File: config.mk
export PLATFORM = sky130hd
export DESIGN_NAME = psu_multirail_sequencer
export DESIGN_NICKNAME = d
export VERILOG_FILES = /design/src/rtl/psu_multirail_sequencer.sv
export SDC_FILE = /design/constraint.sdc
export NUM_CORES = 1
export LEC_CHECK = 0
export ABC_AREA = 1
export CAP_MARGIN = 20
export CORE_ASPECT_RATIO = 0.9
export CORE_MARGIN = 2
export CORE_UTILIZATION = 25
export CTS_BUF_LIST = sky130_fd_sc_hd__clkbuf_8
export DETAILED_ROUTE_END_ITERATION = 8
export PLACE_DENSITY_LB_ADDON = 0.3
export RECOVER_POWER = 100
export SETUP_SLACK_MARGIN = 0.05
export SYNTH_ARGS = -nofsm -noshare
export SYNTH_HDL_FRONTEND = slang
export SYNTH_SLANG_ARGS = --single-unit
File: constraint.sdc
create_clock -name clk -period 2.26 [get_ports clk]
set_input_delay 0.452 -clock clk [delete_from_list [all_inputs] [get_ports clk]]
set_output_delay 0.452 -clock clk [all_outputs]
set_load 0.1 [all_outputs]
File: src/rtl/psu_multirail_sequencer.sv
// rtl/psu_multirail_sequencer.sv - multi-rail trapezoidal tap sequencer with dwell and clean park
module psu_multirail_sequencer #(
    parameter int STEPS = 8,
    parameter int RAILS = 2,
    parameter int DW    = 4
) (
    input  logic                         clk,
    input  logic                         rst,
    input  logic                         en,
    input  logic [DW-1:0]                dwell,
    output logic [RAILS*(STEPS+1)-1:0]   tap,
    output logic [RAILS-1:0]             hold_end,
    output logic                         cycle_done,
    output logic                         busy
);

    localparam int SW = $clog2(STEPS);
    localparam int TW = $clog2(STEPS + 1);
    localparam int NT = STEPS + 1;
    localparam logic [SW-1:0] S_LAST = SW'(STEPS - 1);

    typedef enum logic {
        IDLE = 1'b0,
        RUN  = 1'b1
    } mode_t;

    mode_t         mode_q, mode_d;
    logic [1:0]    phase_q, phase_d;
    logic [SW-1:0] step_q, step_d;
    logic [DW-1:0] dc_q, dc_d;
    logic [DW-1:0] dwell_q, dwell_d;

    logic running;
    logic step_end;
    logic period_end;

    assign running    = (mode_q == RUN);
    assign step_end   = running && (step_q == S_LAST) && (dc_q == '0);
    assign period_end = step_end && (phase_q == 2'd3);

    // One-hot tap for a rail lagging rail 0 by 'lag' quarter-periods.
    function automatic logic [NT-1:0] rail_tap(input logic [1:0] ph,
                                               input logic [SW-1:0] st,
                                               input logic [1:0] lag);
        logic [1:0]    rel;
        logic [TW-1:0] idx;
        rel = ph - lag;
        case (rel)
            2'd0:    idx = TW'(st) + TW'(1);
            2'd1:    idx = TW'(STEPS);
            2'd2:    idx = TW'(S_LAST - st);
            default: idx = '0;
        endcase
        return NT'(1) << idx;
    endfunction

    // State register; reset lands on the period-end state so taps decode to the park pattern.
    always_ff @(posedge clk) begin
        if (rst) begin
            mode_q  <= IDLE;
            phase_q <= 2'd3;
            step_q  <= S_LAST;
            dc_q    <= '0;
            dwell_q <= '0;
        end else begin
            mode_q  <= mode_d;
            phase_q <= phase_d;
            step_q  <= step_d;
            dc_q    <= dc_d;
            dwell_q <= dwell_d;
        end
    end

    // Next-state: dwell countdown, step/phase advance, restart or park at period end.
    always_comb begin
        mode_d  = mode_q;
        phase_d = phase_q;
        step_d  = step_q;
        dc_d    = dc_q;
        dwell_d = dwell_q;
        case (mode_q)
            IDLE: begin
                if (en) begin
                    mode_d  = RUN;
                    phase_d = 2'd0;
                    step_d  = '0;
                    dwell_d = dwell;
                    dc_d    = dwell;
                end
            end
            RUN: begin
                if (dc_q != '0) begin
                    dc_d = dc_q - DW'(1);
                end else if (step_q != S_LAST) begin
                    step_d = step_q + SW'(1);
                    dc_d   = dwell_q;
                end else if (phase_q != 2'd3) begin
                    step_d  = '0;
                    phase_d = phase_q + 2'd1;
                    dc_d    = dwell_q;
                end else if (en) begin
                    // Back-to-back period: dwell is re-sampled only here.
                    step_d  = '0;
                    phase_d = 2'd0;
                    dwell_d = dwell;
                    dc_d    = dwell;
                end else begin
                    // Park: state already decodes to the park pattern, so taps do not move.
                    mode_d  = IDLE;
                    phase_d = 2'd3;
                    step_d  = S_LAST;
                    dc_d    = '0;
                    dwell_d = '0;
                end
            end
            default: mode_d = IDLE;
        endcase
    end

    // Output decode from registered state only; IDLE state decodes to the park pattern.
    always_comb begin
        tap      = '0;
        hold_end = '0;
        for (int r = 0; r < RAILS; r++) begin
            tap[r*NT +: NT] = rail_tap(phase_q, step_q, 2'(r));
            hold_end[r]     = step_end && (phase_q == 2'(r + 1));
        end
        cycle_done = period_end;
        busy       = running;
    end

endmodule

==> flow_summary.ini, run 1 <==
[outcome]
outcome = completed

[timing]
post-route-period-util_pct = 99.3
worst_slew_margin_rel_pct = 64.4
final_hold_fails = 0
slew_violations = 0
timing.setup.tns_ns = 0
worst_pin_slew_ns = 0.536
unrepaired_setup_endpoints_after_global_routing = true
setup-violations-final = 0
max_clk_rate_ghz = 0.446
min_period_ns = 2.24
worst_clock_skew_ns = 0.00275

[synth]
synthDistinctLibCells = 21
synthesis.instances = 204
synth.cell_area_um2 = 1190
average_cell_area_after_synthesis_um2 = 5.82
ys_ff_latch = 14
synth_nets = 219
ys.warnings.count = 0
sequential_element_share_of_the_synthesized_area_pct = 23.6

[setup_path]
worstRegToRegCells = 9
r2r_end = dwell_q[0]$_SDFFE_PP0P_
worst_ep_arrival_time_ns = 1.79
reg2reg_setup_slack_ns = 0.64
cp-start-kind = flop
reg2reg_from = phase_q[0]$_SDFFE_PP1P_
worst_path_max_delay_cell = dfxtp_4
criticalPathCategory = reg2out
worst-endpoint-required_ns = 1.81
capturing_element_type_of_the_critical_path = primary output
timing.critical_path.slowest_cell_delay_ns = 0.35
worst-path-max-fanout = 4
crit_path_cell_trace = ha_4 > ha_4 > nand2_2 > o21ai_2 > nand2_2 > buf_4 > nand3_4 > nor2_4 > buf_12

[routing]
drt-wirelength-per-cell_um = 11.6
viasPerCell = 4.49
drcViolationCount = 0
detail_route.first_pass.iterations = 4
vias = 1418
drt.antenna.violating_nets = 0
drt_iter0_markers = 82
drt-total-wl_um = 3670

[clocking]
cts_max_level = 1
tritoncts.num_buffers = 3
worst_setup_hold_path_clk_slew_ns = 0.06
tritoncts = done
cts_buffer_depth = 2
clockRootBuffer = clkbuf_8
clk_sinks = 14
cts_hold_repair.buffers = 0
clock_insertion_delay_worst_skew_ns = 0.25

[grt]
grt-ovfl-total = 0
grt_pass1_vias = 1381
antenna_found_initial = 0
grt_start_max_net_pins = 16
grt_pass1_wl_um = 6330
grtUsageTotal_pct = 14.2

[power_and_ir_drop]
ir_worst_vdd_mv = 0.451
netSwitchingPower_uw = 812
comb_power_share_pct = 65.6
power.share.clock_pct = 15.2
p_int_uw = 834
sequentialPowerShare_pct = 19.2
cellPowerDensity_nw_per_um2 = 682
power_leakage_uw = 0.000996
power.switching_fraction_pct = 49.3

[placed_design]
routabilityCongestion = 0.792
sum_of_net_half_perimeters_after_detailed_placement_um = 2520
port_buffers = 28
dpl_cell_area_um2 = 1970

[hold_path]
worst_case_hold_path_end_point = dwell_q[0]$_SDFFE_PP0P_
timing.hold.worst.start = dwell_q[0]$_SDFFE_PP0P_
hold_path.class = reg2reg
hold_depth = 2

[floorplanning]
effective_utilization_at_floorplan_pct = 26.3
floorplan.io_pins = 29
floorplan.die.height_um = 69.4
die_width_um = 76.6
floorplan.die_area_um2 = 5320
core_area_um2 = 4520
placement_rows = 23

[layout]
fin_area_um2 = 2410
post_route_utilization_pct = 53.4
diodes = 0
nFillCells = 401
synthToLayoutAreaGrowth_pct = 103
layout-drive-gt1-share_pct = 50.8
nets = 270

[run]
timing.max_cap.violations = 0
-- placed cells by master, fill, tap and decap left out, types with 6 or more instances in the layout --
master	count
a21oi_1	8
nand3_4	6
nand2_4	7
nand3_1	14
buf_12	21
inv_2	10
ha_4	6
inv_1	14
nand2_2	7
buf_4	19
nor2_1	15
nand2_1	40
dfxtp_1	8
o21ai_0	12
nor2_4	19
-- metrics by stage --
stage | hold slack (ns) | instances | worst slack (ns) | power (uW)
global route | 0.549 | 316 | -0.0502 | 1750
detailed placement | 0.490 | 297 | 0.0877 | 1200
finish | 0.503 | 316 | 0.0155 | 1650
floorplan | 0.457 | 204 | -0.147 | 939
global placement | 0.478 | 297 | 0.102 | 1200
CTS | 0.506 | 307 | 0.0191 | 1530
-- synth_stat cells, drive strengths merged --
cell type / n / area [um2]
xnor2: 1 / 8.76
nor2: 37 / 141
nand4: 1 / 6.26
o22ai: 3 / 18.8
a21oi: 9 / 45.0
nand3: 22 / 115
ha: 8 / 100
buf: 1 / 5.00
nand2: 54 / 220
o21ai: 22 / 110
clkbuf: 1 / 3.75
nor3: 1 / 16.3
a21boi: 1 / 7.51
dfxtp: 14 / 280
inv: 29 / 109
-- power by group through the flow --
| stage | registers, uW | clock network (uW) | logic, uW |
|---|---|---|---|
| 6_report | 316 | 251 | 1080 |
| 3_3_place_gp | 313 | 0 | 884 |
| 5_1_grt | 320 | 271 | 1160 |
| 4_1_cts | 309 | 259 | 959 |
| 3_5_place_dp | 313 | 0 | 885 |
| 2_1_floorplan | 321 | 0 | 619 |
-- flip-flops by register name, summed over array words and instances, names as in the netlist --
signal,flops
phase_q,2
dc_q,4
step_q,3
busy,1
dwell_q,4
-- cell type report --
type	instances	area (um2)	area share, %
multi-input cells	159	1230	50.9
repair buffers	48	639	26.5
flip-flops and latches	14	293	12.1
inverters	29	121	5.03
well taps	62	77.6	3.21
clock buffers	4	55.1	2.28
-- worst max-delay path: cells and delay by family, from the launching register on --
family | cells | cell delay (ns)
buffers and inverters | 2 | 0.32
flip-flops | 1 | 0.35
adder cells (fa/ha/maj) | 2 | 0.38
AND/OR/NAND/NOR | 4 | 0.43
AO/OA/AOI/OAI | 1 | 0.07
-- kinds of logic (layout without fill, tap and decap cells) --
kind of cell	Yosys count	after routing	share of synthesized area, %
flops	14	14	23.6
fa+ha+maj	8	8	8.43
simple gates	115	115	42.0
buf+inv	31	81	9.90
xor+xnor	1	1	0.738
compound gates	35	35	15.3
-- routing by layer --
metal	vias up	GRT usage [%]	wire, um
met3	2	3.39	149
li1	760	-	-
met4	0	3.64	27
met1	623	18.2	1700
met5	-	0	0
met2	33	24.0	1800
-- worst max path at each step --
| stage | slack, ns | from | endpoint | cells past startpoint |
|---|---|---|---|---|
| 6_report | 0.02 | step_q[1]$_SDFFE_PP1P_ | tap[17] | 9 |
| 4_1_cts | 0.02 | step_q[0]$_SDFFE_PP1P_ | tap[15] | 9 |
| 3_3_place_gp | 0.10 | step_q[1]$_SDFFE_PP1P_ | tap[9] | 8 |
| 5_1_grt | -0.05 | step_q[1]$_SDFFE_PP1P_ | tap[15] | 9 |
| 2_1_floorplan | -0.15 | step_q[1]$_SDFFE_PP1P_ | tap[10] | 7 |
| 3_5_place_dp | 0.09 | step_q[1]$_SDFFE_PP1P_ | tap[17] | 8 |
-- timing repair --
| item | 4_1_cts | 5_1_grt |
|---|---|---|
| gates resized for setup | 33 | 41 |
| endpoints found under the setup margin | 18 | 20 |
| buffers inserted | 6 | 9 |
| pin swaps | 8 | 20 |
(Power assumes the default switching activity.)
==> run 2: changes to the inputs <==
--- a/config.mk
+++ b/config.mk
@@ -15,6 +15,7 @@
 export PLACE_DENSITY_LB_ADDON = 0.3
 export RECOVER_POWER = 100
 export SETUP_SLACK_MARGIN = 0.05
+export SLEW_MARGIN = 20
 export SYNTH_ARGS = -nofsm -noshare
 export SYNTH_HDL_FRONTEND = slang
 export SYNTH_SLANG_ARGS = --single-unit
==> results of run 2 <==
No change in the layout: final DEF, timing and power equal those of run 1.
